<file path="config.mk">
export PLATFORM = sky130hd
export DESIGN_NAME = sw_debounce_scheduler
export DESIGN_NICKNAME = d
export VERILOG_FILES = /design/src/rtl/sw_debounce_scheduler.sv
export SDC_FILE = /design/constraint.sdc
export NUM_CORES = 1
export LEC_CHECK = 0
export BUFFER_PORTS_ARGS = -buffer_cell sky130_fd_sc_hd__buf_2
export CAP_MARGIN = 40
export CORE_MARGIN = 2
export CORE_UTILIZATION = 64
export CTS_CLUSTER_DIAMETER = 50
export DETAILED_ROUTE_END_ITERATION = 16
export PLACE_DENSITY_LB_ADDON = 0.08
export SYNTH_ARGS = -nofsm -noshare
export SYNTH_HDL_FRONTEND = slang
export SYNTH_SLANG_ARGS = --single-unit
</file>
<file path="constraint.sdc">
create_clock -name clk -period 6.55 [get_ports clk]
set_input_delay 0.9825 -clock clk [delete_from_list [all_inputs] [get_ports clk]]
set_output_delay 0.9825 -clock clk [all_outputs]
set_load 0.05 [all_outputs]
</file>
<file path="src/rtl/sw_debounce_scheduler.sv">
// Time-multiplexed switch debouncer: one prescaler, one compare/update
// datapath, and a round-robin sweep that services one channel per clock.
//
// Ports:
//   clk       : system clock
//   i_rst     : synchronous active-high reset
//   i_en      : scheduler enable (prescaler runs, sweeps may start)
//   i_switch  : raw asynchronous switch levels, N_CH bits
//   o_switch  : debounced levels
//   o_press   : one-cycle pulse on a debounced 0->1 transition
//   o_release : one-cycle pulse on a debounced 1->0 transition
//   o_busy    : high while a sweep is in progress
module sw_debounce_scheduler #(
    parameter int N_CH       = 4,
    parameter int TICK_DIV   = 1250,
    parameter int STABLE_CNT = 500
) (
    input  logic            clk,
    input  logic            i_rst,
    input  logic            i_en,
    input  logic [N_CH-1:0] i_switch,
    output logic [N_CH-1:0] o_switch,
    output logic [N_CH-1:0] o_press,
    output logic [N_CH-1:0] o_release,
    output logic            o_busy
);

    localparam int PW    = (TICK_DIV > 1) ? $clog2(TICK_DIV) : 1;
    localparam int CNT_W = (STABLE_CNT > 1) ? $clog2(STABLE_CNT) : 1;
    localparam int PTR_W = (N_CH > 1) ? $clog2(N_CH) : 1;

    // A sweep must finish before the next tick, otherwise slots overlap.
    generate
        if (TICK_DIV <= N_CH + 1) begin : g_bad_div
            $error("TICK_DIV must be greater than N_CH+1");
        end
    endgenerate

    typedef enum logic {
        IDLE,
        SWEEP
    } state_t;

    state_t            state;
    state_t            state_nxt;
    logic [PTR_W-1:0]  ptr;
    logic [PTR_W-1:0]  ptr_nxt;
    logic              svc;
    logic              tick;
    logic [PW-1:0]     presc;
    logic [N_CH-1:0]   sync_a;
    logic [N_CH-1:0]   sync;
    logic [CNT_W-1:0]  cnt [N_CH];
    logic              cur_sync;
    logic              cur_lvl;
    logic [CNT_W-1:0]  cur_cnt;

    // Two-flop synchronizer; only the second stage is ever compared.
    always_ff @(posedge clk) begin
        if (i_rst) begin
            sync_a <= '0;
            sync   <= '0;
        end else begin
            sync_a <= i_switch;
            sync   <= sync_a;
        end
    end

    // Disabling parks the prescaler at 0 so a re-enable starts a full period.
    assign tick = i_en && (presc == PW'(TICK_DIV - 1));

    always_ff @(posedge clk) begin
        if (i_rst || !i_en) begin
            presc <= '0;
        end else if (tick) begin
            presc <= '0;
        end else begin
            presc <= presc + PW'(1);
        end
    end

    always_ff @(posedge clk) begin
        if (i_rst) begin
            state <= IDLE;
            ptr   <= '0;
        end else begin
            state <= state_nxt;
            ptr   <= ptr_nxt;
        end
    end

    // A running sweep ignores i_en so every channel gets its slot.
    always_comb begin
        state_nxt = state;
        ptr_nxt   = ptr;
        svc       = 1'b0;
        o_busy    = 1'b0;
        unique case (state)
            IDLE: begin
                if (tick) begin
                    ptr_nxt   = '0;
                    state_nxt = SWEEP;
                end
            end
            SWEEP: begin
                o_busy = 1'b1;
                svc    = 1'b1;
                if (ptr == PTR_W'(N_CH - 1)) begin
                    state_nxt = IDLE;
                end else begin
                    ptr_nxt = ptr + PTR_W'(1);
                end
            end
        endcase
    end

    assign cur_sync = sync[ptr];
    assign cur_lvl  = o_switch[ptr];
    assign cur_cnt  = cnt[ptr];

    // Shared compare/update path: any agreeing slot restarts the count.
    always_ff @(posedge clk) begin
        if (i_rst) begin
            o_switch  <= '0;
            o_press   <= '0;
            o_release <= '0;
            for (int k = 0; k < N_CH; k++) begin
                cnt[k] <= '0;
            end
        end else begin
            o_press   <= '0;
            o_release <= '0;
            if (svc) begin
                if (cur_sync == cur_lvl) begin
                    cnt[ptr] <= '0;
                end else if (cur_cnt == CNT_W'(STABLE_CNT - 1)) begin
                    cnt[ptr]       <= '0;
                    o_switch[ptr]  <= cur_sync;
                    o_press[ptr]   <= cur_sync;
                    o_release[ptr] <= !cur_sync;
                end else begin
                    cnt[ptr] <= cur_cnt + CNT_W'(1);
                end
            end
        end
    end

endmodule

</file>
; Yosys cells after proc, flatten, opt, wreduce, memory -nomap -nowiden
; Memories as Yosys holds them, arrays and structs flattened. A register that Yosys moved wholly into a read port is not among the register bits.
; Cells that the tools add are included.
; W data, S select, Z words.
[word_totals]
regBits = 34
ramBits = 36
input_bits = 7
output_inout_bits = 13
elab_cells = 75
n_memories = 1
[mem_list]
columns = name, words, word_bits, rd, rd_ports_with_merged_regs, write_ports, line
row1 = cnt, 4, 9, 1, 1, 4, 53  ; logic [CNT_W-1:0] cnt [N_CH];
[op_classes]
n_addsub = 3
n_lt_le_gt_ge = 2
n_eq_ne = 6
muxes = 37
bitwise_logic = 8
n_reduce_logical = 10
[ops]
columns = op, count
row1 = $mux W9, 3
row2 = $mux W1, 23
row3 = $add A11 B1 Y11 const B, 1
row4 = $eq A11 B11 Y1 const B, 1
row5 = $mux W2, 5
row6 = $add A9 B1 Y9 const B, 1
row7 = $eq A9 B9 Y1 const B, 1
row8 = $reduce_or A9 Y1, 1
row9 = $and A4 B4 Y4, 2
row10 = $bmux W1 S2, 2
row11 = $bwmux W4, 1
row12 = $ne A2 B2 Y1 const B, 2
row13 = $not A1 Y1, 4
row14 = $pmux W2 S2, 1
row15 = $reduce_or A4 Y1, 1
row16 = $lt A2 B3 Y1 const B, 1
row17 = $reduce_and A3 Y1, 1
row18 = $add A2 B1 Y2 const B, 1
row19 = $demux W1 S2, 1
row20 = $eq A2 B2 Y1 const B, 1
row21 = $ge A2 B1 Y1 const B, 1
row22 = $logic_and A1 B1 Y1, 2
row23 = $logic_not A1 Y1, 2
row24 = $or A1 B1 Y1, 2
row25 = other kinds (5), 5

; Depth between registers and ports, before layout
[depth]
word_depth = 11
ltp_mapped = 7
mapped_depth_nobuf = 7

; Least setup slack after synthesis
; No wires, ideal clock.
[synth_timing]
path_kind = reg2reg
start = register with a tool-made name
end = memory cnt[1][4] in the netlist's numbering (data pin)
setup_time_ns = 0.158
t_arrival_ns = 2.233
t_required_ns = 6.392
slack_ns = 4.158
path_stages_with_launch = 8
n_path_buf = 2
period_less_slack_ns = 2.392
cell_sequence = dfxtp_1 > buf_6 > mux4_2 > ha_1 > and4bb_1 > a311o_1 > buf_2 > nor3_1
[synth_lines]
columns = item, line
row1 = "end, declared", 53

==> results.sh <==
export IMPL_worstReg2RegEnd="cnt[1][2]"
export IMPL_ir_worst_vdd_uv=165
export IMPL_clk_root_buffer_cell="sky130_fd_sc_hd__clkbuf_8"
export IMPL_cts_htree_levels=3
export IMPL_hold_slack_final_ps=440
export IMPL_final_common_cell="sky130_fd_sc_hd__nor2_1"
export IMPL_floorplan_die_area_mm2=0.00546
export IMPL_maximum_number_of_pins_on_one_net_before_global_route_repair=22
export IMPL_synth_cell_area_mm2=0.00313
export IMPL_global_route_wire_length_before_repair_mm=8.96
export IMPL_grt_most_used_layer="met2"
export IMPL_synth_simple_gate_area_share=0.205
export IMPL_reg2reg_setup_slack_ps=3410
export IMPL_power_density_mw_per_mm2=243
export IMPL_synthAdderAreaFrac=0.0280
export IMPL_placement_io_buffers=19
export IMPL_sequential_share_of_the_synthesized_area=0.576
export IMPL_worst_endpoint_arrival_ps=3320
export IMPL_antennaDiodeCount=0
export IMPL_category_of_the_worst_setup_path_launch_point="register"
export IMPL_path_cells="mux4_2 > ha_1 > and4bb_1 > a311o_1 > nand2b_1 > nor2_1"
export IMPL_synth_compound_area_share=0.0376
export IMPL_muxShareOfSynthArea=0.0792
export IMPL_timing_fmax_ghz=0.319
export IMPL_wl_per_cell_um=15.5
export IMPL_synthesis_area_per_instance_um2=11.9
export IMPL_syn_to_final_growth_pct=9.88
export IMPL_gr_usage_met2=0.345
export IMPL_die_y_um=73.9
export IMPL_crit_type="reg2reg"
export IMPL_yosysUniqueCellTypes=43
export IMPL_critical_path_slowest_cell="sky130_fd_sc_hd__dfxtp_1"
export IMPL_clkSlewWorstSetupHoldPaths_ps=70
export IMPL_grt_overflow_total=0
export IMPL_floorplan_initialDensity=0.662
export IMPL_detail_route_wirelength_mm=5.50
export IMPL_clock_latency_ps=340
export IMPL_worst_hold_start="sync_a[0]"
export IMPL_via_count_of_the_first_global_routing_pass=1929
export IMPL_finalCriticalPeriod_ps=3140
export IMPL_synth_xor_area_frac=0.0504
export IMPL_setup_tns_ps=0
export IMPL_yosysWarningCount=0
export IMPL_cp_required_ps=6740
export IMPL_endpoint_kind="register"
export IMPL_number_of_antenna_violations_at_the_first_check_in_global_routing=0
export IMPL_mostFrequentLayoutCells="sky130_fd_sc_hd__nor2_1, sky130_fd_sc_hd__dfxtp_1, sky130_fd_sc_hd__edfxtp_1, sky130_fd_sc_hd__buf_2, sky130_fd_sc_hd__nor3_1"
export IMPL_timing_reg2reg_worst_path_depth=6
export IMPL_fp_row_count=25
export IMPL_detail_route_vias_per_cell=5.53
export IMPL_run_status="completed"
export IMPL_drive_above_1_share=0.171
export IMPL_cts_tree="done"
export IMPL_detailedPlacementHpwl_mm=3.84
export IMPL_unrepaired_setup_endpoints_after_global_routing="false"
export IMPL_postCtsResizedCells=0
export IMPL_grt_met1_usage=0.314
export IMPL_placement_cell_area_mm2=0.00326
export IMPL_final_net_count=296
export IMPL_post_cts_setup_buffer_count=0
export IMPL_relSlewSlack=0.469
export IMPL_clock_sinks=72
export IMPL_finish_instance_area_mm2=0.00344
export IMPL_hold_path_class="reg2reg"
export IMPL_final_max_slew_violation_count=0
export IMPL_coreArea_mm2=0.00472
export IMPL_io_pins=20
export IMPL_final_core_utilization=0.728
export IMPL_synth_top_family_by_area="simple AND/OR/NAND/NOR gates"
export IMPL_grtUsageTotal=0.225
export IMPL_cts_made_buffers=9
export IMPL_die_w_um=73.9
export IMPL_clockBufferDepth=2
export IMPL_min_period_over_period=0.479
export IMPL_critical_path_max_stage_delay_ps=690
export IMPL_ys_ff_latch=72
export IMPL_global_route_usage_met3=0.0412
export IMPL_final_antenna_net_count=0
export IMPL_min_to="sync[0]"
export IMPL_leakage_nw=1.29
export IMPL_syn_nets=276
export IMPL_critical_path_max_fanout=21
export IMPL_largest_delay_contributor_family_on_the_critical_path="simple AND/OR/NAND/NOR gates"
export IMPL_critPathBufInv=0
export IMPL_drtIter0Drc=200
export IMPL_syn_instance_count=262
export IMPL_setup_viol=0
export IMPL_remaining_drc_errors=0
export IMPL_hold_viol=0
export IMPL_count_of_hold_fix_buffers_inserted_at_cts=0
export IMPL_clock_skew_final_ps=7.31
export IMPL_gp_routability_congestion=0.788
export IMPL_drv_cap=0
export IMPL_holdPathStages=1
export IMPL_vias=1956
export IMPL_power_total_w=0.000834
export IMPL_timing_worst_slew_pin_value_ps=797
export IMPL_dr_pass1_iters=4
flip-flops by register name, summed over array words and instances, names as in the netlist, named ones only:
| name | count |
|---|---|
| cnt | 36 |
| presc | 11 |
| o_press | 4 |
| o_release | 4 |
| o_switch | 4 |
| sync | 4 |
| sync_a | 4 |
| ptr | 2 |
| state | 1 |
worst max-delay path by stage:
stage,start,to,slack [ps],cells past startpoint
final,register,cnt[1][2],3410,6
after global routing,register,cnt[0][2],3150,6
after CTS,register,cnt[1][2],3380,6
after detailed placement,register,cnt[1][2],3390,6
after global placement,register,cnt[1][2],3460,6
after floorplan,register,cnt[1][4],4160,7
per-stage QoR:
stage | worst slack [ps] | std cells
after floorplan | 4160 | 262
final | 3410 | 354
after global routing | 3150 | 354
after global placement | 3460 | 338
after CTS | 3380 | 354
after detailed placement | 3390 | 338
kinds of logic (layout without fill, tap and decap cells):
group | count (synthesis) | count (layout)
buffers and inverters | 17 | 42
XOR/XNOR | 18 | 18
AO/OA/AOI/OAI | 17 | 17
adder cells (fa/ha/maj) | 7 | 7
AND/OR/NAND/NOR | 120 | 120
flip-flops | 72 | 72
multiplexers | 11 | 11
worst reg2reg max path: cells and delay by family (launching register included):
kind,cells,cell delay (ps)
AND/OR/NAND/NOR,3,700
adder cells (fa/ha/maj),1,300
flip-flops,1,690
AO/OA/AOI/OAI,1,620
multiplexers,1,660
Yosys cell counts, drive strengths merged:
library cell	instances	area share
nor2	39	0.047
dfxtp	36	0.23
edfxtp	36	0.35
nor3	17	0.027
mux4	11	0.079
nand2b	11	0.022
xnor2	11	0.031
and3	10	0.020
nand3	8	0.013
nor2b	8	0.016
clkbuf	7	0.0088
ha	7	0.028
inv	7	0.0084
nand2	7	0.0084
xor2	7	0.020
a21oi	5	0.0080
a21o	4	0.0096
or2	4	0.0080
and2	3	0.0060
buf	3	0.0068
and4b	2	0.0064
nand3b	2	0.0048
nand4	2	0.0040
nor4	2	0.0060
a21boi	1	0.0024
a22oi	1	0.0024
a311o	1	0.0032
a31o	1	0.0028
a32oi	1	0.0028
and4	1	0.0028
and4bb	1	0.0040
nand4bb	1	0.0036
nor3b	1	0.0040
o21a	1	0.0024
o21ai	1	0.0016
o31ai	1	0.0024
or3	1	0.0020
where the power goes:
group          internal (W)  switching, W
Sequential         0.000482    0.00000379
Clock              0.000172      0.000149
Combinational     0.0000100     0.0000162
Total              0.000664      0.000169
area by class of cell:
cell class | count | area (um2)
inverter | 7 | 26.3
sequential | 72 | 1800
timing repair buffer | 19 | 95.1
fill | 312 | 1290
clock inverter | 5 | 47.5
multi-input combinational | 173 | 1250
tap | 67 | 83.8
clock buffer | 11 | 131
layer usage:
metal  share of wire  wire (um)  vias to the layer above
li1                -          -                      968
met1            0.46       2520                      942
met5               0          0                        -
met3           0.040        222                        9
met4           0.017         95                        0
met2            0.48       2670                       37
(Power assumes the default switching activity.)
